`src/rtl/bcd_counter_00_99_ctrl.sv`:
```
// Two-digit BCD 00-99 up/down counter with start/pause, clear and direction buttons.
// Optional macro BTN_DEBOUNCE_EN builds a counter-based debounce filter per button.

module bcd_btn_cond #(
    parameter int DB_CYCLES = 1_000_000
) (
    input  logic clk,
    input  logic rst,
    input  logic raw,
    output logic press
);
    logic sync1, sync2, lvl, lvl_q;

    always_ff @(posedge clk or posedge rst) begin
        if (rst) begin
            sync1 <= 1'b0;
            sync2 <= 1'b0;
        end else begin
            sync1 <= raw;
            sync2 <= sync1;
        end
    end

`ifdef BTN_DEBOUNCE_EN
    localparam int CW = (DB_CYCLES > 1) ? $clog2(DB_CYCLES) : 1;
    logic [CW-1:0] cnt;

    // Level flips only after DB_CYCLES consecutive disagreeing samples.
    always_ff @(posedge clk or posedge rst) begin
        if (rst) begin
            lvl <= 1'b0;
            cnt <= '0;
        end else if (sync2 == lvl) begin
            cnt <= '0;
        end else if (cnt == CW'(DB_CYCLES - 1)) begin
            lvl <= sync2;
            cnt <= '0;
        end else begin
            cnt <= cnt + CW'(1);
        end
    end
`else
    assign lvl = sync2;
    // DB_CYCLES has no effect without the filter; this block only names that fact.
    if (DB_CYCLES < 1) begin : g_db_cycles_ignored
    end
`endif

    always_ff @(posedge clk or posedge rst) begin
        if (rst) begin
            lvl_q <= 1'b0;
            press <= 1'b0;
        end else begin
            lvl_q <= lvl;
            press <= lvl & ~lvl_q;
        end
    end
endmodule

module bcd_counter_00_99_ctrl #(
    parameter int TICK_DIV  = 100_000_000,
    parameter int DB_CYCLES = 1_000_000
) (
    input  logic       clk,
    input  logic       rst,
    input  logic       btn_start,
    input  logic       btn_clr,
    input  logic       btn_dir,
    output logic [3:0] tens,
    output logic [3:0] ones,
    output logic       running,
    output logic       dir_down,
    output logic       wrap
);
    localparam int PW = $clog2(TICK_DIV);

    typedef enum logic [1:0] {IDLE, RUN, PAUSE} state_t;

    state_t        state;
    logic [PW-1:0] psc;
    logic [2:0]    raw, press;
    logic          start_p, clr_p, dir_p;
    logic [3:0]    tens_nx, ones_nx;
    logic          wrap_nx;

    assign raw = {btn_dir, btn_clr, btn_start};

    for (genvar i = 0; i < 3; i++) begin : g_btn
        bcd_btn_cond #(.DB_CYCLES(DB_CYCLES)) u_btn (
            .clk   (clk),
            .rst   (rst),
            .raw   (raw[i]),
            .press (press[i])
        );
    end

    assign start_p = press[0];
    assign clr_p   = press[1];
    assign dir_p   = press[2];

    // Next digits for one count step in the current (pre-toggle) direction.
    always_comb begin
        tens_nx = tens;
        ones_nx = ones;
        wrap_nx = 1'b0;
        if (!dir_down) begin
            if (ones < 4'd9) begin
                ones_nx = ones + 4'd1;
            end else begin
                ones_nx = 4'd0;
                if (tens < 4'd9) begin
                    tens_nx = tens + 4'd1;
                end else begin
                    tens_nx = 4'd0;
                    wrap_nx = 1'b1;
                end
            end
        end else begin
            if (ones > 4'd0) begin
                ones_nx = ones - 4'd1;
            end else begin
                ones_nx = 4'd9;
                if (tens > 4'd0) begin
                    tens_nx = tens - 4'd1;
                end else begin
                    tens_nx = 4'd9;
                    wrap_nx = 1'b1;
                end
            end
        end
    end

    always_ff @(posedge clk or posedge rst) begin
        if (rst) begin
            state    <= IDLE;
            psc      <= '0;
            tens     <= 4'd0;
            ones     <= 4'd0;
            running  <= 1'b0;
            dir_down <= 1'b0;
            wrap     <= 1'b0;
        end else begin
            wrap <= 1'b0;
            if (dir_p)
                dir_down <= ~dir_down;
            if (clr_p) begin
                state   <= IDLE;
                psc     <= '0;
                tens    <= 4'd0;
                ones    <= 4'd0;
                running <= 1'b0;
            end else begin
                case (state)
                    IDLE: if (start_p) begin
                        state   <= RUN;
                        running <= 1'b1;
                        psc     <= '0;
                    end
                    RUN: if (start_p) begin
                        state   <= PAUSE;
                        running <= 1'b0;
                    end else if (psc == PW'(TICK_DIV - 1)) begin
                        psc  <= '0;
                        tens <= tens_nx;
                        ones <= ones_nx;
                        wrap <= wrap_nx;
                    end else begin
                        psc <= psc + PW'(1);
                    end
                    PAUSE: if (start_p) begin
                        state   <= RUN;
                        running <= 1'b1;
                    end
                    default: begin
                        state   <= IDLE;
                        running <= 1'b0;
                    end
                endcase
            end
        end
    end
endmodule

```
`config.mk`:
```
export PLATFORM = sky130hd
export DESIGN_NAME = bcd_counter_00_99_ctrl
export DESIGN_NICKNAME = d
export VERILOG_FILES = /design/src/rtl/bcd_counter_00_99_ctrl.sv
export SDC_FILE = /design/constraint.sdc
export NUM_CORES = 1
export LEC_CHECK = 0
export BUFFER_PORTS_ARGS = -buffer_cell sky130_fd_sc_hd__buf_2
export CORE_AREA = 8 8 79 81
export DETAILED_ROUTE_END_ITERATION = 10
export DIE_AREA = 0 0 87 89
export PLACE_DENSITY_LB_ADDON = 0.1
export SYNTH_ARGS = -nofsm -noshare
export SYNTH_HDL_FRONTEND = slang
export SYNTH_HIERARCHICAL = 1
export SYNTH_SLANG_ARGS = --single-unit
```
`constraint.sdc`:
```
create_clock -name clk -period 5.2 [get_ports clk]
set_input_delay 0.26 -clock clk [delete_from_list [all_inputs] [get_ports clk]]
set_output_delay 0.26 -clock clk [all_outputs]
set_load 0.1 [all_outputs]
```
==> results of run 1 <==
[sequential cells by signal (all words and copies together), names as in the netlist]
register and count:
psc 27, ones 4, tens 4, g_btn.u_btn/lvl 3, g_btn.u_btn/lvl_q 3, g_btn.u_btn/press 3, g_btn.u_btn/sync1 3, dir_down 1
running 1, state 1, wrap 1
[cells in the final DEF, fill, tap and decap left out, types with 4 or more instances in the layout]
| cell | instances |
|---|---|
| a21oi_1 | 10 |
| a31oi_1 | 4 |
| and3_1 | 5 |
| buf_2 | 15 |
| clkbuf_8 | 5 |
| dfrtp_1 | 51 |
| ha_1 | 7 |
| inv_1 | 15 |
| nand2_1 | 19 |
| nand3_1 | 13 |
| nor2_1 | 43 |
| nor3_1 | 10 |
| nor4_1 | 6 |
| o21ai_0 | 6 |
| xnor2_1 | 21 |
| xor2_1 | 5 |
[power groups by stage]
stage          logic, uW  registers, uW  clock network (uW)
2_1_floorplan        143            525                   0
3_3_place_gp         246            465                   0
3_5_place_dp         247            466                   0
4_1_cts              248            459                 328
5_1_grt              267            464                 343
6_report             246            459                 319
[timing repair]
item                                    4_1_cts  5_1_grt
hold endpoints to repair                     12        0
endpoints found under the setup margin        0        0
hold buffers                                  1        0
resized for setup                             0        0
setup buffers                                 0        0
[worst min-delay path by stage]
| stage | slack (ns) | cells past startpoint | startpoint | to |
|---|---|---|---|---|
| 3_3_place_gp | 0.17 | 2 | rst | g_btn[1].u_btn/sync1$_DFF_PP0_ |
| 6_report | 0.06 | 1 | btn_start | g_btn[0].u_btn/sync1$_DFF_PP0_ |
| 3_5_place_dp | 0.18 | 2 | rst | g_btn[2].u_btn/lvl$_DFF_PP0_ |
| 2_1_floorplan | 0.03 | 1 | rst | g_btn[0].u_btn/lvl$_DFF_PP0_ |
| 5_1_grt | 0.04 | 1 | btn_start | g_btn[0].u_btn/sync1$_DFF_PP0_ |
| 4_1_cts | 0.05 | 1 | btn_dir | g_btn[2].u_btn/sync1$_DFF_PP0_ |
[stage by stage]
step	utilization, %	std cells	setup slack (ns)	total power [uW]
5_1_grt	62.67	372	2.710	1074
4_1_cts	62.67	372	2.912	1035
3_5_place_dp	59.73	363	2.924	713.0
6_report	62.67	372	2.915	1024
2_1_floorplan	-	289	2.520	668.3
3_3_place_gp	59.73	363	2.990	711.1
[kinds of logic (layout without fill, tap and decap cells)]
family / count (synthesis) / after routing / share of synthesized area, %
muxes: 3 / 3 / 1.259
AOI/OAI and AO/OA: 45 / 45 / 11.37
DFF: 51 / 51 / 44.27
xor gates and xnor gates: 27 / 27 / 8.854
and+or+nand+nor: 129 / 129 / 26.48
buffers and inverters: 27 / 40 / 4.731
adders and majority gates: 7 / 7 / 3.038
[metal layers]
layer | global-route usage, % | part of all wire [%] | vias up | wire length, um
li1 | - | - | 1029 | -
met1 | 21.42 | 51 | 999 | 2709
met2 | 23.73 | 46 | 20 | 2427
met3 | 3.676 | 2.7 | 2 | 144
met4 | 3.756 | 0.51 | 0 | 27
met5 | 0 | 0 | - | 0
[layout make-up]
| class | instances | share of cell area, % |
|---|---|---|
| clock inverter | 3 | 2.166 |
| multi-input combinational | 211 | 47.13 |
| timing repair buffer | 17 | 2.968 |
| sequential | 51 | 40.91 |
| tap | 70 | 2.808 |
| clock buffer | 5 | 2.206 |
| inverter | 15 | 1.805 |
[critical path: stages (launching register included)]
cell and delay [ns]:
dfrtp_1 0.47, inv_1 0.14, ha_1 0.20, nor3b_1 0.35, or3_1 0.24, nor4b_4 0.37, mux2_1 0.36, nor2_1 0.08
==> summary.txt, run 1 <==
Global routing
  – Grt total ovfl: 0
  – Total track usage: 15.46%
  – Global-route wire length before repair: slightly below 10000 um
  – Pin count of the biggest net entering global routing: 40
  – Initial antenna violation count: 0
  – Vias in the first global route: 2039

Clocking
  – Clk_lat worst skew: about 0.3 ns
  – Root Driver: clkbuf_8
  – Clock Pin Slew Worst Setup and Hold Paths: roughly 0.09 ns
  – CTS tree: done
  – CTS buffer count: 5
  – CTS sink cnt: 51
  – H-tree levels: 2
  – Clk buf depth: 2

Final layout
  – ANT cells: 0
  – Final #Nets: 313
  – Reg area: 1276 sq um
  – Syn-to-layout area delta: 8.203%
  – Layout cells sized above 1: 16.56%
  – Final Cell Area: between 3000 and 4000 sq um
  – Fill count: 430
  – Multi-input logic area: about 1500 sq um

Route
  – Initial DRC Count: 93
  – DR vias: between 2k and 2.5k
  – Detail Route Antenna Nets: 0
  – Post-Route WL: about 5300 um
  – DR pass1 iterations: 5
  – # DRC: 0
  – Vias per cell: about 5.5
  – Wire per inst: 14.27 um

Synth
  – Top FF cell, synth: dfrtp_1
  – EDFF count, synth: 0
  – Distinct cell type count after synthesis: 66
  – Net Count, Synth: 301
  – Syn_area_per_cell: around 10 sq um
  – Synth Register Bits: 51
  – Synth warn: 6
  – Synth async-reset ratio: 100.0%
  – Cell Area, Synth: 2883 sq um
  – Seq/Total Area, Yosys: 44.27%
  – Most area-consuming cells after synthesis: dfrtp_1 (44%), xnor2_1 (6.4%), nor2_1 (5.6%), ha_1 (3.0%), nand2_1 (2.5%)
  – Syn Inst Count: 289
  – Most numerous cell in the Yosys netlist: dfrtp_1
  – Top-area cell type share of the netlist area: 44.27%
  – Top post-synthesis cells by count: dfrtp_1 (51), nor2_1 (43), xnor2_1 (21)
  – Top cell type by total area after synthesis: dfrtp_1

Die
  – IO Pins: 16
  – Starting Density: roughly 58%
  – Core Region: 4977 sq um
  – DIE HEIGHT: between 80 and 90 um
  – Full die area: 7743 sq um
  – Die width: 87 um
  – Row count: 26

Timing
  – Slew headroom: between 50% and 60%
  – Final slew viol count: 0
  – Clock period minus worst slack: 2.285 ns
  – Max Fclk: 0.4376 GHz
  – Fin Hold WS: 0.06424 ns
  – Final Setup Violations: 0
  – Worst Clk Skew: roughly 0.0048 ns
  – Final worst path period share: 43.95%
  – Setup TNS Final: 0 ns
  – Final Hold Vio Count: 0
  – RSZ-0062 raised after global routing: no
  – Slew @ Worst Pin: approximately 0.75 ns

Power
  – Switching pwr: 345.3 uW
  – Leakage: 0.001350 uW
  – Pwr Density: 328.2 nW/um^2
  – Clock Power Share: 31.1%
  – Highest ir drop seen on vdd: 249.3 uV
  – Switching Share: 33.73%
  – P_int: 678.3 uW
  – Combinational power share: 24.0%
  – Seq pwr share: about 45%

Placement
  – Area after DPL: 2973 sq um
  – Gp weighted congestion: 0.8479
  – Hpwl dp: between 3000 and 4000 um
  – I/O Buffers: 15

Critical path
  – Critical Path Start Type: flip-flop
  – Worst endpoint required time: around 5.4 ns
  – Reg2reg end: tens[0]$_DFFE_PP0P_
  – Reg2Reg Depth: 7
  – Critical Path Source: ones[0]$_DFFE_PP0P_
  – Worst setup path endpoint: tens[0]$_DFFE_PP0P_
  – Reg2reg start: ones[0]$_DFFE_PP0P_
  – Crit Path Class: flip-flop to flip-flop
  – Setup crit end kind: flip-flop
  – Crit path arrival time: 2.52 ns
  – R2R setup slack: 2.91 ns
  – Critical path peak fanout: 9

Run status
  – Status: completed

Worst hold path
  – Worst hold-check path type: input pin to flip-flop

Job
  – Max-Cap Viols: 0
(Power assumes the default switching activity.)
==> run 2, diff against run 1 <==
clock period = 2.15 ns   (was 5.2 ns; I/O delays follow)
==> run 2 against run 1 <==
Effect of this change: clock power grew 120%; global-route usage grew 0.14 points; die area unchanged; critical path type unchanged; largest cell class unchanged; largest power group unchanged.
==> summary.txt, run 2 (same netlist as run 1, synthesis figures left out) <==
Power
  – Total power: 2517 uW
  – Leakage: 0.001409 uW
  – Pwr Density: 767.1 nW/um^2
  – Highest ir drop seen on vdd: 577.2 uV

Global routing
  – Global-route wire length before repair: 9632 um
  – Vias in the first global route: 1998
  – Grt total ovfl: 0
  – Pin count of the biggest net entering global routing: 26
  – Initial antenna violation count: 0
  – Total track usage: 15.60%

Timing
  – Max Fclk: 0.4901 GHz
  – Final setup margin: 0.1094 ns
  – Worst Clk Skew: 0.01056 ns
  – Final Setup Violations: 0
  – Clock period minus worst slack: 2.041 ns
  – RSZ-0062 raised after global routing: no
  – Final Hold Vio Count: 0
  – Final worst path period share: 94.91%
  – Slew @ Worst Pin: between 0.4 and 0.5 ns
  – Slew headroom: around two thirds
  – Final slew viol count: 0

Route
  – # DRC: 0
  – Detail Route Antenna Nets: 0
  – DR vias: 2129
  – Vias per cell: between 5 and 6
  – Initial DRC Count: around 90
  – Wl on met1: 2762 um
  – DR pass1 iterations: 4
  – Post-Route WL: 5571 um
  – Highest layer used for signal routing: met4
  – Metal3 WL: 219 um
  – Wire per inst: approximately 14 um
  – Wire length on met2: between 2000 and 3000 um

Critical path
  – Setup crit end kind: flip-flop
  – Critical Path Start Type: flip-flop
  – R2R setup slack: around 0.11 ns
  – Crit path arrival time: 2.25 ns
  – Crit Path Class: flip-flop to flip-flop
  – Worst endpoint required time: roughly 2.4 ns
  – Critical path peak fanout: 9

Clocking
  – Clk_lat worst skew: approximately 0.31 ns
  – Clock Pin Slew Worst Setup and Hold Paths: 0.10 ns
  – H-tree levels: 2
  – CTS buffer count: 5
  – CTS tree: done
  – Clk buf depth: 2
  – Root Driver: clkbuf_8
  – CTS sink cnt: just over 50

Die
  – DIE HEIGHT: just under 90 um
  – Full die area: around 7700 sq um
  – IO Pins: 16
  – Row count: 26
  – Starting Density: approximately 58%
  – Core Region: 4977 sq um
  – Die width: 87 um

Final layout
  – Final #Nets: about 330
  – Max reg flops: 27
  – Largest regs: psc (27), ones (4), tens (4)
  – ANT cells: 0
  – Commonest cells after routing, fill and taps aside: nor2_1 (43), dfrtp_1 (43), xnor2_1 (21), nand2_1 (19), buf_2 (15)
  – Largest Register: psc
  – Finished Core Util: 65.94%
  – Layout cells sized above 1: 23.73%
  – Syn-to-layout area delta: 13.85%

Run status
  – Status: completed

Placement
  – Hpwl dp: 3881 um
  – I/O Buffers: 15
  – Gp weighted congestion: 0.9264
  – Place WS: 0.1443 ns

Worst hold path
  – Worst hold-check path type: input pin to async pin

Job
  – Max-Cap Viols: 0
## run 2: cell count changes in the layout (fill, tap and decap cells not counted), moves of 3 or more
| cell | change |
|---|---|
| dfrtp_4 | +3 |
| dfrtp_2 | +5 |
| buf_4 | +10 |
| dlygate4sd3_1 | +3 |
| dfrtp_1 | -8 |
## run 2: power breakdown
group	total, uW	switching, uW	internal, uW
Sequential	1100	88.1	1010
Combinational	702	463	238
Clock	713	330	383
## run 2: stage by stage
| step | hold slack (ns) | instance area (sq um) | TNS (ns) | cells |
|---|---|---|---|---|
| final | 0.2398 | 3282 | 0 | 386 |
| after CTS | 0.2258 | 3244 | 0 | 385 |
| after detailed placement | 0.01949 | 3083 | 0 | 373 |
| after global routing | 0.2598 | 3282 | 0 | 386 |
| after global placement | 0.02116 | 3083 | 0 | 373 |
| after floorplan | -0.1264 | 2905 | -0.002338 | 289 |
## run 2: final timing paths
path | from | end | cells past startpoint
max | ones[0]$_DFFE_PP0P_ | tens[1]$_DFFE_PP0P_ | 8
min | rst | g_btn[0].u_btn/lvl_q$_DFF_PP0_ | 3
max reg2reg | ones[0]$_DFFE_PP0P_ | tens[1]$_DFFE_PP0P_ | 8
min reg2reg | g_btn[0].u_btn/sync1$_DFF_PP0_ | g_btn[0].u_btn/lvl$_DFF_PP0_ | 0
max in group asynchronous | rst | running$_DFFE_PP0P_ | 4
min in group clk | g_btn[0].u_btn/sync1$_DFF_PP0_ | g_btn[0].u_btn/lvl$_DFF_PP0_ | 0
## run 2: cell type report
type                    count  area (sq um)
clock buffers               6         82.58
clock inverters             2         38.79
fillers                   420          1695
inverters                  15         56.30
multi-input cells         211          1505
flip-flops and latches     51          1294
well taps                  70         87.58
repair buffers             31         217.7
## run 2: what timing repair did
item | CTS | global route
setup endpoints to repair | 0 | 2
hold buffers | 4 | 0
setup buffers | 0 | 1
endpoints found under the hold margin | 54 | 0
gates resized for setup | 0 | 6
## run 2: metal layers
layer  vias up  track usage, %
met5         -               0
met4         0           5.634
met3         5           3.493
met2        34           22.83
li1       1059               -
met1      1031           21.99
## run 2: worst max-delay path, cell delays in order, from the launching register on
cell and delay [ns]:
dfrtp_4 0.48, inv_2 0.06, ha_2 0.20, nor3b_4 0.15
or3_4 0.35, nor4b_4 0.14, buf_4 0.16, nor2_2 0.10
mux2_4 0.30
